<file path="src/rtl/nx_ram_1rw_hw_client_if.sv">
`default_nettype none
// ============================================================================
// Module   : nx_ram_1rw_hw_client_if
// Brief    : Request/response and wrapper-port bundle for the 1RW RAM
//            hardware client.
// Revision : 1.0 - initial release
// ============================================================================
interface nx_ram_1rw_hw_client_if #(
    parameter int N_DATA_BITS = 38,
    parameter int N_ADDR_BITS = 14
);
    logic                   req_valid;
    logic                   req_ready;
    logic                   req_we;
    logic [N_ADDR_BITS-1:0] req_addr;
    logic [N_DATA_BITS-1:0] req_wdat;
    logic [N_DATA_BITS-1:0] req_bwe;

    logic                   rsp_valid;
    logic                   rsp_ready;
    logic [N_DATA_BITS-1:0] rsp_dat;

    logic                   hw_cs;
    logic                   hw_we;
    logic [N_ADDR_BITS-1:0] hw_add;
    logic [N_DATA_BITS-1:0] hw_bwe;
    logic [N_DATA_BITS-1:0] hw_din;
    logic [N_DATA_BITS-1:0] hw_dout;
    logic                   hw_yield;

    logic                   addr_err;

    // Master is the environment: requester, response consumer and RAM wrapper.
    modport master (
        output req_valid, req_we, req_addr, req_wdat, req_bwe,
        output rsp_ready,
        output hw_dout, hw_yield,
        input  req_ready, rsp_valid, rsp_dat,
        input  hw_cs, hw_we, hw_add, hw_bwe, hw_din,
        input  addr_err
    );

    modport slave (
        input  req_valid, req_we, req_addr, req_wdat, req_bwe,
        input  rsp_ready,
        input  hw_dout, hw_yield,
        output req_ready, rsp_valid, rsp_dat,
        output hw_cs, hw_we, hw_add, hw_bwe, hw_din,
        output addr_err
    );
endinterface
`default_nettype wire

</file>
<file path="src/rtl/nx_ram_1rw_hw_client.sv">
`default_nettype none
// ============================================================================
// Module   : nx_ram_1rw_hw_client
// Brief    : Hardware request front-end for the 1RW indirect-access RAM
//            wrapper; credit-gated reads feed an in-order response FIFO.
// Options  : define NX_HW_CLIENT_ADDR_CHECK_EN to trap addresses > ADDR_LIMIT.
// Revision : 1.0 - initial release
// ============================================================================
module nx_ram_1rw_hw_client #(
    parameter int                     N_DATA_BITS   = 38,
    parameter int                     N_ADDR_BITS   = 14,
    parameter int                     TOTAL_LATENCY = 2,
    parameter int                     RSP_DEPTH     = 4,
    parameter logic [N_ADDR_BITS-1:0] ADDR_LIMIT    = {N_ADDR_BITS{1'b1}}
) (
    input  wire logic             clk,
    input  wire logic             rst_n,
    nx_ram_1rw_hw_client_if.slave bus
);

    localparam int                    c_PTR_BITS = $clog2(RSP_DEPTH);
    localparam int                    c_CNT_BITS = c_PTR_BITS + 1;
    localparam logic [c_CNT_BITS-1:0] c_DEPTH    = c_CNT_BITS'(RSP_DEPTH);
    localparam logic [c_CNT_BITS-1:0] c_ONE      = c_CNT_BITS'(1);

    logic                     w_ready;
    logic                     w_accept;
    logic                     w_rd_accept;
    logic                     w_addr_bad;
    logic                     w_push;
    logic                     w_pop;
    logic                     w_full;
    logic                     w_empty;
    logic [N_DATA_BITS-1:0]   w_push_dat;

    logic [c_CNT_BITS-1:0]    credit_q;
    logic [c_CNT_BITS-1:0]    credit_d;
    logic [TOTAL_LATENCY-1:0] pipe_q;
    logic [TOTAL_LATENCY-1:0] pipe_d;
    logic [c_CNT_BITS-1:0]    wptr_q;
    logic [c_CNT_BITS-1:0]    wptr_d;
    logic [c_CNT_BITS-1:0]    rptr_q;
    logic [c_CNT_BITS-1:0]    rptr_d;
    logic [N_DATA_BITS-1:0]   fifo_q [RSP_DEPTH];

    // ------------------------------------------------------------------
    // Request acceptance and wrapper drive
    // ------------------------------------------------------------------
    // rst_n gates ready directly so nothing is accepted while reset is held.
    assign w_ready     = rst_n & ~bus.hw_yield & (bus.req_we | (credit_q != '0));
    assign w_accept    = bus.req_valid & w_ready;
    assign w_rd_accept = w_accept & ~bus.req_we;

    assign bus.req_ready = w_ready;
    assign bus.hw_cs     = w_accept & ~w_addr_bad;
    assign bus.hw_we     = bus.req_we;
    assign bus.hw_add    = bus.req_addr;
    assign bus.hw_bwe    = bus.req_bwe;
    assign bus.hw_din    = bus.req_wdat;

    // ------------------------------------------------------------------
    // Read-valid pipe matching the wrapper read latency
    // ------------------------------------------------------------------
    always_comb begin
        pipe_d    = pipe_q;
        pipe_d[0] = w_rd_accept;
        for (int i = 1; i < TOTAL_LATENCY; i++) begin
            pipe_d[i] = pipe_q[i-1];
        end
    end

    assign w_push = pipe_q[TOTAL_LATENCY-1];

    // ------------------------------------------------------------------
    // Credits: one per FIFO slot not yet claimed by a stored or in-flight read
    // ------------------------------------------------------------------
    always_comb begin
        credit_d = credit_q;
        if (w_rd_accept && !w_pop) begin
            credit_d = credit_q - c_ONE;
        end else if (!w_rd_accept && w_pop) begin
            credit_d = credit_q + c_ONE;
        end
    end

    // ------------------------------------------------------------------
    // Response FIFO
    // ------------------------------------------------------------------
    assign w_empty = (wptr_q == rptr_q);
    assign w_full  = (wptr_q[c_PTR_BITS] != rptr_q[c_PTR_BITS]) &&
                     (wptr_q[c_PTR_BITS-1:0] == rptr_q[c_PTR_BITS-1:0]);
    assign w_pop   = ~w_empty & bus.rsp_ready;

    assign wptr_d = w_push ? (wptr_q + c_ONE) : wptr_q;
    assign rptr_d = w_pop  ? (rptr_q + c_ONE) : rptr_q;

    assign bus.rsp_valid = ~w_empty;
    assign bus.rsp_dat   = fifo_q[rptr_q[c_PTR_BITS-1:0]];

    always_ff @(posedge clk) begin
        if (w_push) begin
            fifo_q[wptr_q[c_PTR_BITS-1:0]] <= w_push_dat;
        end
    end

    always_ff @(posedge clk or negedge rst_n) begin
        if (!rst_n) begin
            credit_q <= c_DEPTH;
            pipe_q   <= '0;
            wptr_q   <= '0;
            rptr_q   <= '0;
        end else begin
            credit_q <= credit_d;
            pipe_q   <= pipe_d;
            wptr_q   <= wptr_d;
            rptr_q   <= rptr_d;
        end
    end

    // ------------------------------------------------------------------
    // Optional out-of-range address trap
    // ------------------------------------------------------------------
`ifdef NX_HW_CLIENT_ADDR_CHECK_EN
    logic [TOTAL_LATENCY-1:0] bad_q;
    logic [TOTAL_LATENCY-1:0] bad_d;
    logic                     addr_err_q;
    logic                     addr_err_d;

    assign w_addr_bad = (bus.req_addr > ADDR_LIMIT);

    // Trapped reads still occupy a slot so response ordering and credits
    // stay identical to a real read; their data is forced to zero.
    always_comb begin
        bad_d      = bad_q;
        bad_d[0]   = w_rd_accept & w_addr_bad;
        for (int i = 1; i < TOTAL_LATENCY; i++) begin
            bad_d[i] = bad_q[i-1];
        end
        addr_err_d = addr_err_q | (w_accept & w_addr_bad);
    end

    always_ff @(posedge clk or negedge rst_n) begin
        if (!rst_n) begin
            bad_q      <= '0;
            addr_err_q <= 1'b0;
        end else begin
            bad_q      <= bad_d;
            addr_err_q <= addr_err_d;
        end
    end

    assign w_push_dat   = bad_q[TOTAL_LATENCY-1] ? '0 : bus.hw_dout;
    assign bus.addr_err = addr_err_q;
`else
    logic w_unused_addr_limit;

    assign w_addr_bad          = 1'b0;
    assign w_unused_addr_limit = ^ADDR_LIMIT;
    assign w_push_dat          = bus.hw_dout;
    assign bus.addr_err        = 1'b0;
`endif

    // ------------------------------------------------------------------
    // Simulation checks
    // ------------------------------------------------------------------
`ifndef SYNTHESIS
    logic [c_CNT_BITS-1:0] w_fifo_count;
    assign w_fifo_count = wptr_q - rptr_q;

    a_no_overflow: assert property (@(posedge clk) disable iff (!rst_n)
        (w_push && w_full) |-> w_pop);

    a_credit_nonneg: assert property (@(posedge clk) disable iff (!rst_n)
        w_rd_accept |-> (credit_q != '0));

    a_credit_range: assert property (@(posedge clk) disable iff (!rst_n)
        credit_q <= c_DEPTH);

    a_credit_balance: assert property (@(posedge clk) disable iff (!rst_n)
        (int'(credit_q) + int'(w_fifo_count) + $countones(pipe_q)) == RSP_DEPTH);

    a_yield_no_cs: assert property (@(posedge clk) disable iff (!rst_n)
        bus.hw_yield |-> !bus.hw_cs);
`endif

endmodule
`default_nettype wire
</file>
<file path="src/flat_wrapper.sv">
// flat-port wrapper written by rule: the top's interface ports become plain ports
module nx_ram_1rw_hw_client_flat 
#(
    parameter int                     N_DATA_BITS   = 38,
    parameter int                     N_ADDR_BITS   = 14,
    parameter int                     TOTAL_LATENCY = 2,
    parameter int                     RSP_DEPTH     = 4,
    parameter logic [N_ADDR_BITS-1:0] ADDR_LIMIT    = {N_ADDR_BITS{1'b1}}
)
  (clk, rst_n, bus_req_valid, bus_req_we, bus_req_addr, bus_req_wdat, bus_req_bwe, bus_rsp_ready, bus_hw_dout, bus_hw_yield, bus_req_ready, bus_rsp_valid, bus_rsp_dat, bus_hw_cs, bus_hw_we, bus_hw_add, bus_hw_bwe, bus_hw_din, bus_addr_err);
  nx_ram_1rw_hw_client_if #(.N_DATA_BITS(N_DATA_BITS), .N_ADDR_BITS(N_ADDR_BITS)) bus_i ();
  input  wire logic clk;
  input  wire logic rst_n;
  input wire logic [$bits(bus_i.req_valid)-1:0] bus_req_valid;
  input wire logic [$bits(bus_i.req_we)-1:0] bus_req_we;
  input wire logic [$bits(bus_i.req_addr)-1:0] bus_req_addr;
  input wire logic [$bits(bus_i.req_wdat)-1:0] bus_req_wdat;
  input wire logic [$bits(bus_i.req_bwe)-1:0] bus_req_bwe;
  input wire logic [$bits(bus_i.rsp_ready)-1:0] bus_rsp_ready;
  input wire logic [$bits(bus_i.hw_dout)-1:0] bus_hw_dout;
  input wire logic [$bits(bus_i.hw_yield)-1:0] bus_hw_yield;
  output wire logic [$bits(bus_i.req_ready)-1:0] bus_req_ready;
  output wire logic [$bits(bus_i.rsp_valid)-1:0] bus_rsp_valid;
  output wire logic [$bits(bus_i.rsp_dat)-1:0] bus_rsp_dat;
  output wire logic [$bits(bus_i.hw_cs)-1:0] bus_hw_cs;
  output wire logic [$bits(bus_i.hw_we)-1:0] bus_hw_we;
  output wire logic [$bits(bus_i.hw_add)-1:0] bus_hw_add;
  output wire logic [$bits(bus_i.hw_bwe)-1:0] bus_hw_bwe;
  output wire logic [$bits(bus_i.hw_din)-1:0] bus_hw_din;
  output wire logic [$bits(bus_i.addr_err)-1:0] bus_addr_err;
  assign bus_i.req_valid = bus_req_valid;
  assign bus_i.req_we = bus_req_we;
  assign bus_i.req_addr = bus_req_addr;
  assign bus_i.req_wdat = bus_req_wdat;
  assign bus_i.req_bwe = bus_req_bwe;
  assign bus_i.rsp_ready = bus_rsp_ready;
  assign bus_i.hw_dout = bus_hw_dout;
  assign bus_i.hw_yield = bus_hw_yield;
  assign bus_req_ready = bus_i.req_ready;
  assign bus_rsp_valid = bus_i.rsp_valid;
  assign bus_rsp_dat = bus_i.rsp_dat;
  assign bus_hw_cs = bus_i.hw_cs;
  assign bus_hw_we = bus_i.hw_we;
  assign bus_hw_add = bus_i.hw_add;
  assign bus_hw_bwe = bus_i.hw_bwe;
  assign bus_hw_din = bus_i.hw_din;
  assign bus_addr_err = bus_i.addr_err;
  nx_ram_1rw_hw_client #(.N_DATA_BITS(N_DATA_BITS), .N_ADDR_BITS(N_ADDR_BITS), .TOTAL_LATENCY(TOTAL_LATENCY), .RSP_DEPTH(RSP_DEPTH), .ADDR_LIMIT(ADDR_LIMIT)) u_core (.clk(clk), .rst_n(rst_n), .bus(bus_i));
endmodule
</file>
<file path="config.mk">
export PLATFORM = sky130hd
export DESIGN_NAME = nx_ram_1rw_hw_client_flat
export DESIGN_NICKNAME = d
export VERILOG_FILES = /design/src/rtl/nx_ram_1rw_hw_client_if.sv /design/src/rtl/nx_ram_1rw_hw_client.sv /design/src/flat_wrapper.sv
export SDC_FILE = /design/constraint.sdc
export NUM_CORES = 1
export LEC_CHECK = 0
export ABC_AREA = 1
export ABC_CLOCK_PERIOD_IN_PS = 2600
export CAP_MARGIN = 20
export CORE_MARGIN = 2
export CORE_UTILIZATION = 30
export DETAILED_ROUTE_END_ITERATION = 10
export GPL_ROUTABILITY_DRIVEN = 1
export PLACE_DENSITY = 0.64
export SKIP_CTS_REPAIR_TIMING = 1
export SYNTH_ARGS = -nofsm -noshare
export SYNTH_HDL_FRONTEND = slang
export SYNTH_SLANG_ARGS = --single-unit
</file>
<file path="constraint.sdc">
create_clock -name clk -period 2.6 [get_ports clk]
set_input_delay 0.52 -clock clk [delete_from_list [all_inputs] [get_ports clk]]
set_output_delay 0.52 -clock clk [all_outputs]
set_load 0.005 [all_outputs]
</file>
==> out/qor.txt, run 1 <==
Core area -> 22800 um2
Register area share after synthesis -> 0.693
Area share of the largest cell type after synthesis -> 0.653
Fraction of layout cells with a size suffix above 1 -> 0.123
CP Class -> reg2out
Largest net degree at the start of global routing -> 50
DR WL/cell -> 21.3 um
Area Growth Syn to Fin -> 19.9%
Peak Freq -> 400 MHz
Row count -> 55
Overall power -> 8.52 mW
Drt pass-1 iters -> 4
Die area -> 24500 um2
Gr usage total -> 0.142
Synth warn -> 0
EDFF count, synth -> 152
Worst skew pair latency -> 420 ps
Nets -> 688
Mapped Cells -> 534
DIE HEIGHT -> 157 um
Main synth FF type -> edfxtp_1
Crit start category -> flip-flop
Post-Route WL -> 18500 um
DR vias -> 3996
Max_cap viols -> 0
Starting Density -> 0.307
H-tree levels -> 4
Reg2Reg Setup Slack -> 460 ps
ANT nets after route -> 0
Count leader, synth -> edfxtp_1
Number of global-route vias before repair -> 3759
CTS tree -> yes
Final Skew -> 7.80 ps
Critical path peak fanout -> 22
Lkg Pwr -> 3.17 nW
Status -> complete, no violations
Critical path arrival -> 1980 ps
Max Slew Vio Count -> 0
Ys async rst share -> 0.0675
Synth area leaders -> edfxtp_1 65%, buf_4 10%, o21ai_0 4.8%
Worst path required time -> 2080 ps
CTS max path bufs -> 2
HPWL Detailed -> 12300 um
Worst-path clk slew -> 70 ps
Register Area -> 4840 um2
Via-per-instance ratio -> 4.58
GR Overflow Total -> 0
Starting DRC count in detailed routing -> 286
Area of the multi-input gates -> 1210 um2
Root buffer cell -> clkbuf_16
Worst-Margin Slew -> 503 ps
Setup violators final -> 0
Rel. slew slack -> 0.664
Clk sink count -> 163
Avg Inst Size Synth -> 13.1 um2
Yosys top cell by area -> edfxtp_1
I/O pin cnt -> 267
Initial antenna violation count -> 0
GP Congestion -> 0.702
Fillers -> 2153
Synth Cell Area -> 6990 um2
Syn nets -> 675
Count of different cell masters after synthesis -> 26
Fin crit share -> 0.962
RSZ-0062 raised after global routing -> no
Top cells by count, synth -> 152 x edfxtp_1, 96 x buf_4, 78 x nor2_1
TritonCTS Buffers -> 17
Worst Setup End Kind -> output pin
Crit path time final -> 2500 ps
# DRC -> 0
Chip width -> 157 um
Number of synthesized register bits -> 163
Pwr Density -> 1020 nW/um2
PortBufs -> 85
Post-Layout Cell Count -> 872
Maximum VDD drop -> 0.523 mV
Number of diodes -> 0
HP Class -> reg2reg
First-pass GRT wire length -> 24700 um
Fin. Hold Viols -> 0
Cell total after placement -> 830
-- cells in the final DEF, fill, tap and decap left out, types with 2 or more instances in the layout --
cell / n
dfrtp_1: 9
inv_1: 11
xor2_1: 4
o22ai_1: 36
dlymetal6s2s_1: 38
clkbuf_16: 19
inv_2: 5
o22ai_2: 2
nand2_1: 18
nor2_1: 78
nand3_1: 5
xnor2_1: 2
buf_4: 13
o21ai_1: 12
inv_6: 5
clkdlybuf4s50_1: 47
clkinv_2: 3
edfxtp_1: 152
o21ai_0: 67
buf_12: 7
clkinv_4: 3
ha_1: 6
-- per-stage QoR --
stage | hold slack [ps] | area (um2) | utilization | setup TNS [ps] | setup WS [ps]
floorplan | 224 | 6990 | - | 0 | 673
detailed placement | 371 | 7560 | 0.332 | -12.5 | -12.5
global route | 387 | 8380 | 0.368 | 0 | 23.7
global placement | 380 | 7560 | 0.332 | 0 | 36.3
CTS | 391 | 8120 | 0.356 | -3300 | -231
finish | 379 | 8380 | 0.368 | 0 | 97.9
-- cells by family (layout without fill, tap and decap cells) --
| kind of cell | Yosys count | count (layout) | share of synthesized area |
|---|---|---|---|
| flops | 163 | 163 | 0.693 |
| other cells | 1 | 1 | 0.000537 |
| buf+inv | 135 | 160 | 0.136 |
| compound gates | 118 | 118 | 0.0913 |
| simple gates | 104 | 104 | 0.0589 |
| xor+xnor | 6 | 6 | 0.00752 |
| fa+ha+maj | 7 | 7 | 0.0136 |
-- where the power goes --
part / switching, mW / internal, mW
logic: 1.60 / 1.48
registers: 0.0862 / 3.02
clock network: 1.02 / 1.32
-- final timing paths --
kind                                      end  cells past startpoint              from
setup reg to reg           u_core.credit_q[2]                     12  u_core.rptr_q[0]
hold reg to reg              u_core.pipe_q[1]                      0  u_core.pipe_q[0]
setup / recovery              bus_rsp_dat[35]                      5  u_core.rptr_q[1]
min in group asynchronous  u_core.credit_q[0]                      2             rst_n
hold / removal               u_core.pipe_q[1]                      0  u_core.pipe_q[0]
max in group asynchronous  u_core.credit_q[2]                      2             rst_n
-- layout make-up --
class,instances,area share
sequential,163,0.578
timing repair buffer,111,0.154
multi-input combinational,236,0.145
clock buffer,17,0.0508
tap,313,0.0467
clock inverter,14,0.0154
inverter,17,0.00911
timing repair inverter,1,0.00104
-- flip-flops by register name, summed over array words and instances, names as in the netlist --
name and count:
u_core.rptr_q 3, u_core.credit_q 3, u_core.fifo_q 152, u_core.wptr_q 3, u_core.pipe_q 2
-- metal layers --
metal / routed length, um / vias to the layer above / part of all wire / global-route usage
li1: - / 1836 / - / -
met4: 399 / 0 / 0.022 / 0.0607
met2: 10600 / 166 / 0.57 / 0.280
met3: 1680 / 48 / 0.091 / 0.0534
met1: 5890 / 1946 / 0.32 / 0.128
met5: 0 / - / 0 / 0
-- critical path, cell delays in order, from the launching register on --
cell,delay (ps)
dfrtp_1,430
inv_2,100
buf_12,160
o21ai_0,120
o22ai_2,180
clkdlybuf4s50_1,560
(Power assumes the default switching activity.)
==> run 2: changes to the inputs <==
--- a/config.mk
+++ b/config.mk
@@ -6,13 +6,15 @@
 export NUM_CORES = 1
 export LEC_CHECK = 0
 export ABC_AREA = 1
-export ABC_CLOCK_PERIOD_IN_PS = 2600
+export ABC_CLOCK_PERIOD_IN_PS = 3150
 export CAP_MARGIN = 20
 export CORE_MARGIN = 2
 export CORE_UTILIZATION = 30
+export CTS_CLUSTER_SIZE = 8
 export DETAILED_ROUTE_END_ITERATION = 10
 export GPL_ROUTABILITY_DRIVEN = 1
 export PLACE_DENSITY = 0.64
+export REMOVE_ABC_BUFFERS = 1
 export SKIP_CTS_REPAIR_TIMING = 1
 export SYNTH_ARGS = -nofsm -noshare
 export SYNTH_HDL_FRONTEND = slang
==> constraint.sdc (replaced) <==
create_clock -name clk -period 3.15 [get_ports clk]
set_input_delay 0.63 -clock clk [delete_from_list [all_inputs] [get_ports clk]]
set_output_delay 0.63 -clock clk [all_outputs]
set_load 0.005 [all_outputs]
==> run 2 against run 1 <==
  * Die area stayed put
  * Register-to-register slack better by 420 ps
  * Sequential share of layout area is 2.2 points higher
  * Core utilization is 1.4 points lower
  * Sequential cell count stayed put
  * Hold slack worse by 21 ps
  * Global-route usage is 4.6 points higher
  * First-iteration DRC count is 12% higher
  * Setup slack better by 110 ps
  * Clock-buffer cell count stayed put
  * Largest power group unchanged
  * Highest routed layer is now met5
==> out/qor.txt, run 2 (synthesized netlist as in run 1, its figures left out) <==
Worst-Margin Slew -> 986 ps (+483 ps)
Setup violators final -> 0 (unchanged)
End-of-flow core utilization -> 0.354 (-0.0136)
Final Skew -> 11.6 ps (+3.81 ps)
Worst Setup End Kind -> output pin
Most common library cell in the layout ignoring fill and taps -> edfxtp_1
Die area -> 24500 um2 (unchanged)
CP Class -> reg2out
Crit start category -> flip-flop
Via-per-instance ratio -> 4.83 (+5.4%)
Overall power -> 6.84 mW (-20%)
CTS tree -> yes
Core area -> 22800 um2 (unchanged)
Pwr Density -> 847 nW/um2 (-17%)
CTS max path bufs -> 2 (unchanged)
Peak Freq -> 340 MHz
HP Class -> reg2reg
Chip width -> 157 um (unchanged)
Status -> complete, no violations
Fin crit share -> 0.935
Starting Density -> 0.307 (unchanged)
GR Overflow Total -> 0 (unchanged)
Worst path required time -> 2520 ps (+440 ps)
Max_cap viols -> 0 (unchanged)
Root buffer cell -> clkbuf_16
Row count -> 55 (unchanged)
Worst-path clk slew -> 70 ps (about the same)
RSZ-0062 raised after global routing -> no
Rel. slew slack -> 0.342 (-0.322)
Clk sink count -> 163 (unchanged)
Gr usage total -> 0.188 (+0.0459)
I/O pin cnt -> 267 (unchanged)
Initial antenna violation count -> 0 (unchanged)
DR WL/cell -> 26.7 um (+26%)
Number of diodes -> 0 (unchanged)
DIE HEIGHT -> 157 um (unchanged)
Max reg flops -> 152 (unchanged)
CP max-delay cell -> dfrtp_4
TritonCTS Buffers -> 17 (unchanged)
H-tree levels -> 4 (unchanged)
GP Congestion -> 0.706 (+0.51%)
Crit path time final -> 2940 ps
Fin. Hold Viols -> 0 (unchanged)
Setup TNS -> 0 ps (unchanged)
Worst skew pair latency -> 420 ps (about the same)
Slowest stage delay, CP -> 620 ps (+60 ps)
Max Slew Vio Count -> 0 (unchanged)
Starting DRC count in detailed routing -> 320 (+12%)
Lkg Pwr -> 2.72 nW (-14%)
Drt pass-1 iters -> 5 (+1)
Largest net degree at the start of global routing -> 64 (+28%)
Area Growth Syn to Fin -> 15.5%
DR vias -> 4150 (+3.9%)
Critical path arrival -> 2310 ps (+330 ps)
Fraction of layout cells with a size suffix above 1 -> 0.103 (-0.0209)
Number of global-route vias before repair -> 3929 (+4.5%)
ANT nets after route -> 0 (unchanged)
HPWL Detailed -> 16100 um (+30%)
PortBufs -> 85 (unchanged)
First-pass GRT wire length -> 31100 um (+26%)
Maximum VDD drop -> 0.456 mV (-13%)
Cell chain of the critical path -> inv_2, buf_4, o21ai_0, o22ai_1, clkdlybuf4s50_1
Critical path peak fanout -> 24 (+9.1%)
Post-Route WL -> 22900 um (+24%)
# DRC -> 0 (unchanged)
Commonest cells after routing, fill and taps aside -> 152 x edfxtp_1, 85 x clkdlybuf4s50_1, 78 x nor2_1
Nets -> 674 (-2.0%)
run 2: cell types whose count changed in the layout (fill, tap and decap cells not counted), sizes merged:
cell,change
buf,-10
clkbuf,-3
clkdlybuf4s50,+38
clkinv,-4
clkinvlp,-1
dlymetal6s2s,-38
inv,+5
run 2: final cells by class:
class,count,area [um2]
flip-flops and latches,163,4850
clock inverters,15,166
multi-input cells,236,1200
inverters,17,68.8
well taps,313,392
fillers,2196,14700
repair buffers,98,973
clock buffers,17,425
run 2: path summary, 6_finish.rpt:
path	start	to	slack, ps	cells after the start
hold reg to reg	u_core.pipe_q[0]	u_core.pipe_q[1]	360	0
min in group asynchronous	rst_n	u_core.credit_q[1]	540	2
setup / recovery	u_core.rptr_q[1]	bus_rsp_dat[27]	210	5
hold / removal	u_core.pipe_q[0]	u_core.pipe_q[1]	360	0
max in group asynchronous	rst_n	u_core.credit_q[2]	2390	2
setup reg to reg	u_core.rptr_q[0]	u_core.credit_q[2]	880	11
run 2: per-stage QoR:
stage               instance area (um2)  cells  hold slack, ps  setup slack (ps)
detailed placement                 7480    827             354               434
CTS                                8070    859             366              80.7
floorplan                          6110    416             331              86.5
finish                             8070    859             358               206
global route                       8070    859             377              95.3
global placement                   7480    827             351               465
run 2: power by group:
group / switching (mW) / internal (mW)
registers: 0.117 / 2.49
clock network: 0.941 / 1.13
logic: 1.09 / 1.07
run 2: worst max-delay path, delay by kind of cell, from the launching register on:
family	cells	cell delay, ps
buffers and inverters	3	900
AOI/OAI and AO/OA	2	360
DFF	1	620
run 2: metal layers:
| metal | track usage | part of all wire |
|---|---|---|
| met1 | 0.225 | 0.41 |
| met2 | 0.228 | 0.37 |
| met3 | 0.183 | 0.19 |
| met4 | 0.0371 | 0.011 |
| met5 | 0.122 | 0.016 |
